===== config.mk =====
export PLATFORM = sky130hd
export DESIGN_NAME = pll_lock_sequencer
export DESIGN_NICKNAME = d
export VERILOG_FILES = /design/src/rtl/pll_seq_pkg.sv /design/src/rtl/sync_2ff.sv /design/src/rtl/pll_lock_sequencer.sv
export SDC_FILE = /design/constraint.sdc
export NUM_CORES = 1
export LEC_CHECK = 0
export CAP_MARGIN = 20
export CELL_PAD_IN_SITES_DETAIL_PLACEMENT = 0
export CELL_PAD_IN_SITES_GLOBAL_PLACEMENT = 2
export CORE_MARGIN = 2
export CORE_UTILIZATION = 36
export DETAILED_ROUTE_END_ITERATION = 12
export PLACE_DENSITY = 0.79
export SYNTH_ARGS = -nofsm -noshare
export SYNTH_HDL_FRONTEND = slang
export SYNTH_SLANG_ARGS = --single-unit

===== constraint.sdc =====
create_clock -name clkin -period 3.7 [get_ports clkin]
set_clock_uncertainty 0.1 [all_clocks]
set_input_delay 0.925 -clock clkin [delete_from_list [all_inputs] [get_ports clkin]]
set_output_delay 0.925 -clock clkin [all_outputs]
set_load 0.05 [all_outputs]

===== src/rtl/pll_seq_pkg.sv =====
// Shared types and constants for the PLL lock sequencer.
package pll_seq_pkg;

  localparam int STATE_W    = 2;
  localparam int LOSS_CNT_W = 8;

  typedef enum logic [STATE_W-1:0] {
    RST_HOLD  = 2'd0,
    WAIT_LOCK = 2'd1,
    RUN       = 2'd2,
    FAIL      = 2'd3
  } pll_state_e;

  // Saturating increment so the loss counter sticks at all-ones.
  function automatic logic [LOSS_CNT_W-1:0] loss_sat_inc(input logic [LOSS_CNT_W-1:0] v);
    return (v == '1) ? v : v + 1'b1;
  endfunction

endpackage


===== src/rtl/sync_2ff.sv =====
// Generic two-flop synchroniser, async active-low reset to 0.
module sync_2ff #(
  parameter int W = 1
) (
  input  logic         clk,
  input  logic         rst_n,
  input  logic [W-1:0] d,
  output logic [W-1:0] q
);

  logic [W-1:0] meta_q;
  logic [W-1:0] sync_q;

  always_ff @(posedge clk or negedge rst_n) begin
    if (!rst_n) begin
      meta_q <= '0;
      sync_q <= '0;
    end else begin
      meta_q <= d;
      sync_q <= meta_q;
    end
  end

  assign q = sync_q;

endmodule


===== src/rtl/pll_lock_sequencer.sv =====
// Holds the PLL in reset, waits for a stable lock with timeout/retry, then releases rst_out_n.
// Optional lock-loss counter is built only when PLL_SEQ_LOSS_CNT_EN is defined; otherwise lock_loss_cnt is 0.
module pll_lock_sequencer
  import pll_seq_pkg::*;
#(
  parameter int RST_HOLD_CYCLES = 64,
  parameter int LOCK_TIMEOUT    = 65536,
  parameter int LOCK_STABLE     = 1024,
  parameter int MAX_RETRY       = 3,
  localparam int RETRY_W        = (MAX_RETRY > 0) ? $clog2(MAX_RETRY + 1) : 1
) (
  input  logic                  clkin,
  input  logic                  reset_n,
  input  logic                  pll_lock,
  input  logic                  restart,
  output logic                  pll_reset,
  output logic                  rst_out_n,
  output logic                  ready,
  output logic                  fail,
  output logic [RETRY_W-1:0]    retry_cnt,
  output logic [LOSS_CNT_W-1:0] lock_loss_cnt,
  output logic [STATE_W-1:0]    state
);

  localparam int HOLD_W = $clog2(RST_HOLD_CYCLES) + 1;
  localparam int TO_W   = $clog2(LOCK_TIMEOUT) + 1;
  localparam int STB_W  = $clog2(LOCK_STABLE) + 1;

  localparam logic [HOLD_W-1:0]  HOLD_LAST = HOLD_W'(RST_HOLD_CYCLES - 1);
  localparam logic [TO_W-1:0]    TO_LAST   = TO_W'(LOCK_TIMEOUT - 1);
  localparam logic [STB_W-1:0]   STB_LAST  = STB_W'(LOCK_STABLE - 1);
  localparam logic [RETRY_W-1:0] RETRY_MAX = RETRY_W'(MAX_RETRY);

  logic lock_sync;

  sync_2ff #(.W(1)) u_lock_sync (
    .clk  (clkin),
    .rst_n(reset_n),
    .d    (pll_lock),
    .q    (lock_sync)
  );

  pll_state_e          state_q, state_d;
  logic [HOLD_W-1:0]   hold_cnt_q, hold_cnt_d;
  logic [TO_W-1:0]     to_cnt_q, to_cnt_d;
  logic [STB_W-1:0]    stb_cnt_q, stb_cnt_d;
  logic [RETRY_W-1:0]  retry_cnt_q, retry_cnt_d;
  logic                pll_reset_q, pll_reset_d;
  logic                rst_out_n_q, rst_out_n_d;
  logic                ready_q, ready_d;
  logic                fail_q, fail_d;

  always_comb begin
    state_d     = state_q;
    hold_cnt_d  = hold_cnt_q;
    to_cnt_d    = to_cnt_q;
    stb_cnt_d   = stb_cnt_q;
    retry_cnt_d = retry_cnt_q;

    case (state_q)
      RST_HOLD: begin
        if (hold_cnt_q == HOLD_LAST) begin
          state_d = WAIT_LOCK;
        end else begin
          hold_cnt_d = hold_cnt_q + 1'b1;
        end
      end
      WAIT_LOCK: begin
        to_cnt_d  = to_cnt_q + 1'b1;
        stb_cnt_d = lock_sync ? stb_cnt_q + 1'b1 : '0;
        // Stable completion is tested first so it wins over a same-cycle timeout.
        if (lock_sync && (stb_cnt_q == STB_LAST)) begin
          state_d = RUN;
        end else if (to_cnt_q == TO_LAST) begin
          if (retry_cnt_q < RETRY_MAX) begin
            retry_cnt_d = retry_cnt_q + 1'b1;
            state_d     = RST_HOLD;
          end else begin
            state_d = FAIL;
          end
        end
      end
      RUN: begin
        if (!lock_sync) begin
          retry_cnt_d = '0;
          state_d     = RST_HOLD;
        end
      end
      FAIL: begin
        state_d = FAIL;
      end
      default: begin
        state_d = RST_HOLD;
      end
    endcase

    // restart is a single-cycle request honoured in every state; it restarts the hold window.
    if (restart) begin
      state_d     = RST_HOLD;
      retry_cnt_d = '0;
    end

    if ((state_d != state_q) || restart) begin
      hold_cnt_d = '0;
      to_cnt_d   = '0;
      stb_cnt_d  = '0;
    end

    pll_reset_d = (state_d == RST_HOLD) || (state_d == FAIL);
    rst_out_n_d = (state_d == RUN);
    ready_d     = (state_d == RUN);
    fail_d      = (state_d == FAIL);
  end

  always_ff @(posedge clkin or negedge reset_n) begin
    if (!reset_n) begin
      state_q     <= RST_HOLD;
      hold_cnt_q  <= '0;
      to_cnt_q    <= '0;
      stb_cnt_q   <= '0;
      retry_cnt_q <= '0;
      pll_reset_q <= 1'b1;
      rst_out_n_q <= 1'b0;
      ready_q     <= 1'b0;
      fail_q      <= 1'b0;
    end else begin
      state_q     <= state_d;
      hold_cnt_q  <= hold_cnt_d;
      to_cnt_q    <= to_cnt_d;
      stb_cnt_q   <= stb_cnt_d;
      retry_cnt_q <= retry_cnt_d;
      pll_reset_q <= pll_reset_d;
      rst_out_n_q <= rst_out_n_d;
      ready_q     <= ready_d;
      fail_q      <= fail_d;
    end
  end

`ifdef PLL_SEQ_LOSS_CNT_EN
  logic                  lock_lost;
  logic [LOSS_CNT_W-1:0] loss_cnt_q, loss_cnt_d;

  // A loss is counted even when a restart arrives in the same cycle.
  assign lock_lost = (state_q == RUN) && !lock_sync;

  always_comb begin
    loss_cnt_d = loss_cnt_q;
    if (lock_lost) begin
      loss_cnt_d = loss_sat_inc(loss_cnt_q);
    end
  end

  always_ff @(posedge clkin or negedge reset_n) begin
    if (!reset_n) begin
      loss_cnt_q <= '0;
    end else begin
      loss_cnt_q <= loss_cnt_d;
    end
  end

  assign lock_loss_cnt = loss_cnt_q;
`else
  assign lock_loss_cnt = '0;
`endif

  assign pll_reset = pll_reset_q;
  assign rst_out_n = rst_out_n_q;
  assign ready     = ready_q;
  assign fail      = fail_q;
  assign retry_cnt = retry_cnt_q;
  assign state     = state_q;

endmodule

==> flow_summary.toml <==
[power]
power_uw = 853.0
combPwrFrac_pct = 5.9
clockPowerShare_pct = 36.8
p_int_uw = 647.2
p_leak_uw = 0.001140
power_density_mw_per_mm2 = 322.9
sw_frac_of_total_pct = 24.13
peakVddDrop_uv = 209.2
pwr-share-seq_pct = 57.3
p_sw_uw = 205.8

[min_path]
hp-start = "u_lock_sync.meta_q"
hold_depth = 0
hold_path.class = "reg2reg"
whs_endpoint = "u_lock_sync.q"

[floorplan]
placementRows = 29
initial_core_util_pct = 37.58
num_io_pins = 20
die_area_mm2 = 0.007335
die_h_um = 85.65
die_w_um = 85.65
coreArea_mm2 = 0.006386

[synthesis]
synth_edf_count = 0
ys_seq_elements = 44
async_flop_share_pct = 100.0
synth_top_area_share_pct = 44.84
syn_inst = 255
synthMuxAreaShare_pct = 1.773
synth-xor-area-share_pct = 8.029
yosysMostFrequentCell = "dfrtp_1"
yosys_most_used_dff = "dfrtp_1"
yosysTopAreaCell = "dfrtp_1"
synth-simple-area-share_pct = 24.87
syn_area_mm2 = 0.002400
ys_warn_count = 0
synth_top_family_by_area = "simple AND/OR/NAND/NOR gates"
synth_cell_types = 43
synth-adder-area-share_pct = 3.650
synth-compound-area-share_pct = 9.072
syn_area_per_cell_um2 = 9.411
yosys-top-cells-count = "dfrtp_1, nor2_1, nand2_1, nor3_1, xnor2_1"
synthTopCellsByArea = "dfrtp_1, nor2_1, xnor2_1"
ys_seq_area_share_pct = 45.93

[place]
numPortBuffers = 11
place_inst = 334
globalplace.congestion = 0.7452
hpwl_um = 3068

[global_routing]
grt_pass1_wl_um = 8031
grt_max_degree = 45
grt_use_total_pct = 13.51
grt_pass1_vias = 1695
antenna_found_initial = 0
overflow = 0

[routing]
dr.pass1.iters = 4
num_vias = 1724
wl_per_cell_um = 13.20
route.detailed.drc = 0
via_per_inst = 5.026
drt-initial-drc-count = 46
wirelength_um = 4529
antenna_left = 0

[sta]
rsz0062_at_grt = "false"
achievable-frequency_mhz = 321.6
hold_ws_ps = 262.5
setup_viol = 0
tightest_slew_ps = 786.9
hold_violations = 0
tns_ps = 0
finalCritPeriodShare_pct = 84.03
drv_slew = 0
fin_crit_ps = 3109
slew_headroom_pct = 47.54

[clocking]
clk_pin_slew_ps = 80
clk_latency_ps = 290
cts_tree = "done"
hold_buffers = 0
cts_sinks = 44
max-clock-path-buffers = 2
cts_buffers = 5
htreeDepth = 2
cts_root_buf = "clkbuf_8"
ctsResizeCount = 0
post_cts_buffers = 0

[critical_path]
slowest_stage = "nor4bb_1"
r2r-end = "stb_cnt_q[2]"
crit_path_start_kind = "flop"
crit_type = "reg2reg"
critPathTopFamily = "simple AND/OR/NAND/NOR gates"
reg2reg_depth = 10
critPathArrivalTime_ps = 3180
path_max_fanout = 27
critPathBufInv = 1
slowest_delay_ps = 570
r2r_slack_ps = 590
path_cells = "nand3_1 > or3_1 > nor4_1 > ha_1 > nor4bb_1 > or3_1 > nor3_1 > a21boi_4 > buf_4 > nor2_1"
cp-end-kind = "flop"
cp.required_ps = 3770
rr_startpoint = "to_cnt_q[7]"
crit_top_cell = "or3_1"

[final_layout]
layout.nets = 276
syn2layout_area_growth_pct = 10.06
diodes = 0
fill_cells = 629
multi_input_area_mm2 = 0.001167
drive_gt1_share_pct = 7.895
fin_util_pct = 41.36
final_cells = 343
seq_area_mm2 = 0.001102

[outcome]
status = "finished, final reports clean"

[job]
cap_violations = 0
-- cells by family (layout without fill, tap and decap cells) --
kind of cell / Yosys count / count (layout)
buf+inv: 27 / 31
mux: 4 / 4
compound gates: 31 / 31
other cells: 1 / 8
flops: 44 / 44
fa+ha+maj: 7 / 7
xor+xnor: 22 / 22
simple gates: 119 / 119
-- layout by cell type, fill, tap and decap left out, types with 2 or more instances in the layout --
cell type | synthesis | routed
or3_1 | 3 | 3
nand4_1 | 5 | 5
nor4_1 | 5 | 5
nor2_1 | 37 | 37
o31ai_1 | 5 | 5
a21oi_1 | 9 | 9
nand2_1 | 29 | 29
nand2b_1 | 3 | 3
conb_1 | 1 | 8
mux2_2 | 2 | 2
nor3_1 | 14 | 14
nand3_1 | 12 | 12
o21ai_0 | 4 | 4
buf_4 | 9 | 2
o31a_1 | 3 | 3
clkdlybuf4s50_1 | 0 | 10
clkbuf_8 | 0 | 6
ha_1 | 7 | 7
xnor2_1 | 13 | 13
a22oi_1 | 3 | 3
inv_1 | 9 | 9
mux2i_1 | 2 | 2
a211oi_1 | 2 | 2
xor2_1 | 9 | 9
dfrtp_1 | 43 | 43
-- worst max path at each step --
stage,startpoint,to,cells past startpoint
floorplan,to_cnt_q[7],to_cnt_q[6],11
global placement,to_cnt_q[7],to_cnt_q[7],10
detailed placement,to_cnt_q[7],to_cnt_q[3],10
CTS,to_cnt_q[7],stb_cnt_q[2],10
global route,to_cnt_q[7],stb_cnt_q[8],10
finish,to_cnt_q[7],stb_cnt_q[2],10
-- per-layer routing --
metal,vias to the layer above,track usage (%),wire length [um]
li1,879,-,-
met1,823,18.58,2231
met2,16,21.80,2133
met3,6,2.599,113
met4,0,3.896,51
met5,-,0,0
-- area by class of cell --
cell class,count,share of cell area (%)
multi-input combinational,191,44.20
sequential,44,41.73
tap,77,3.648
timing repair buffer,14,5.590
clock buffer,7,3.269
inverter,9,1.279
clock inverter,1,0.2842
-- power by group through the flow --
stage / registers [uW] / clock network [uW] / logic, uW
3_5_place_dp: 498 / 0 / 47.7
3_3_place_gp: 499 / 0 / 47.6
6_report: 489 / 314 / 50.1
4_1_cts: 489 / 328 / 47.8
5_1_grt: 490 / 348 / 56.6
2_1_floorplan: 496 / 0 / 40.3
-- state kept, by name, summed over array words and instances, names as in the netlist --
name and cells:
stb_cnt_q 11, fail 1, to_cnt_q 17, state 2, ready 1, pll_reset 1, hold_cnt_q 7, u_lock_sync.meta_q 1
retry_cnt 2, u_lock_sync.q 1
-- per-stage QoR --
step | cell area, um2 | setup WS, ps
final | 2641 | 590.9
after CTS | 2614 | 574.9
after global routing | 2641 | 238.1
after global placement | 2520 | 717.7
after detailed placement | 2520 | 596.5
after floorplan | 2426 | 995.5
Note: power is estimated with default switching activity, not from simulation.
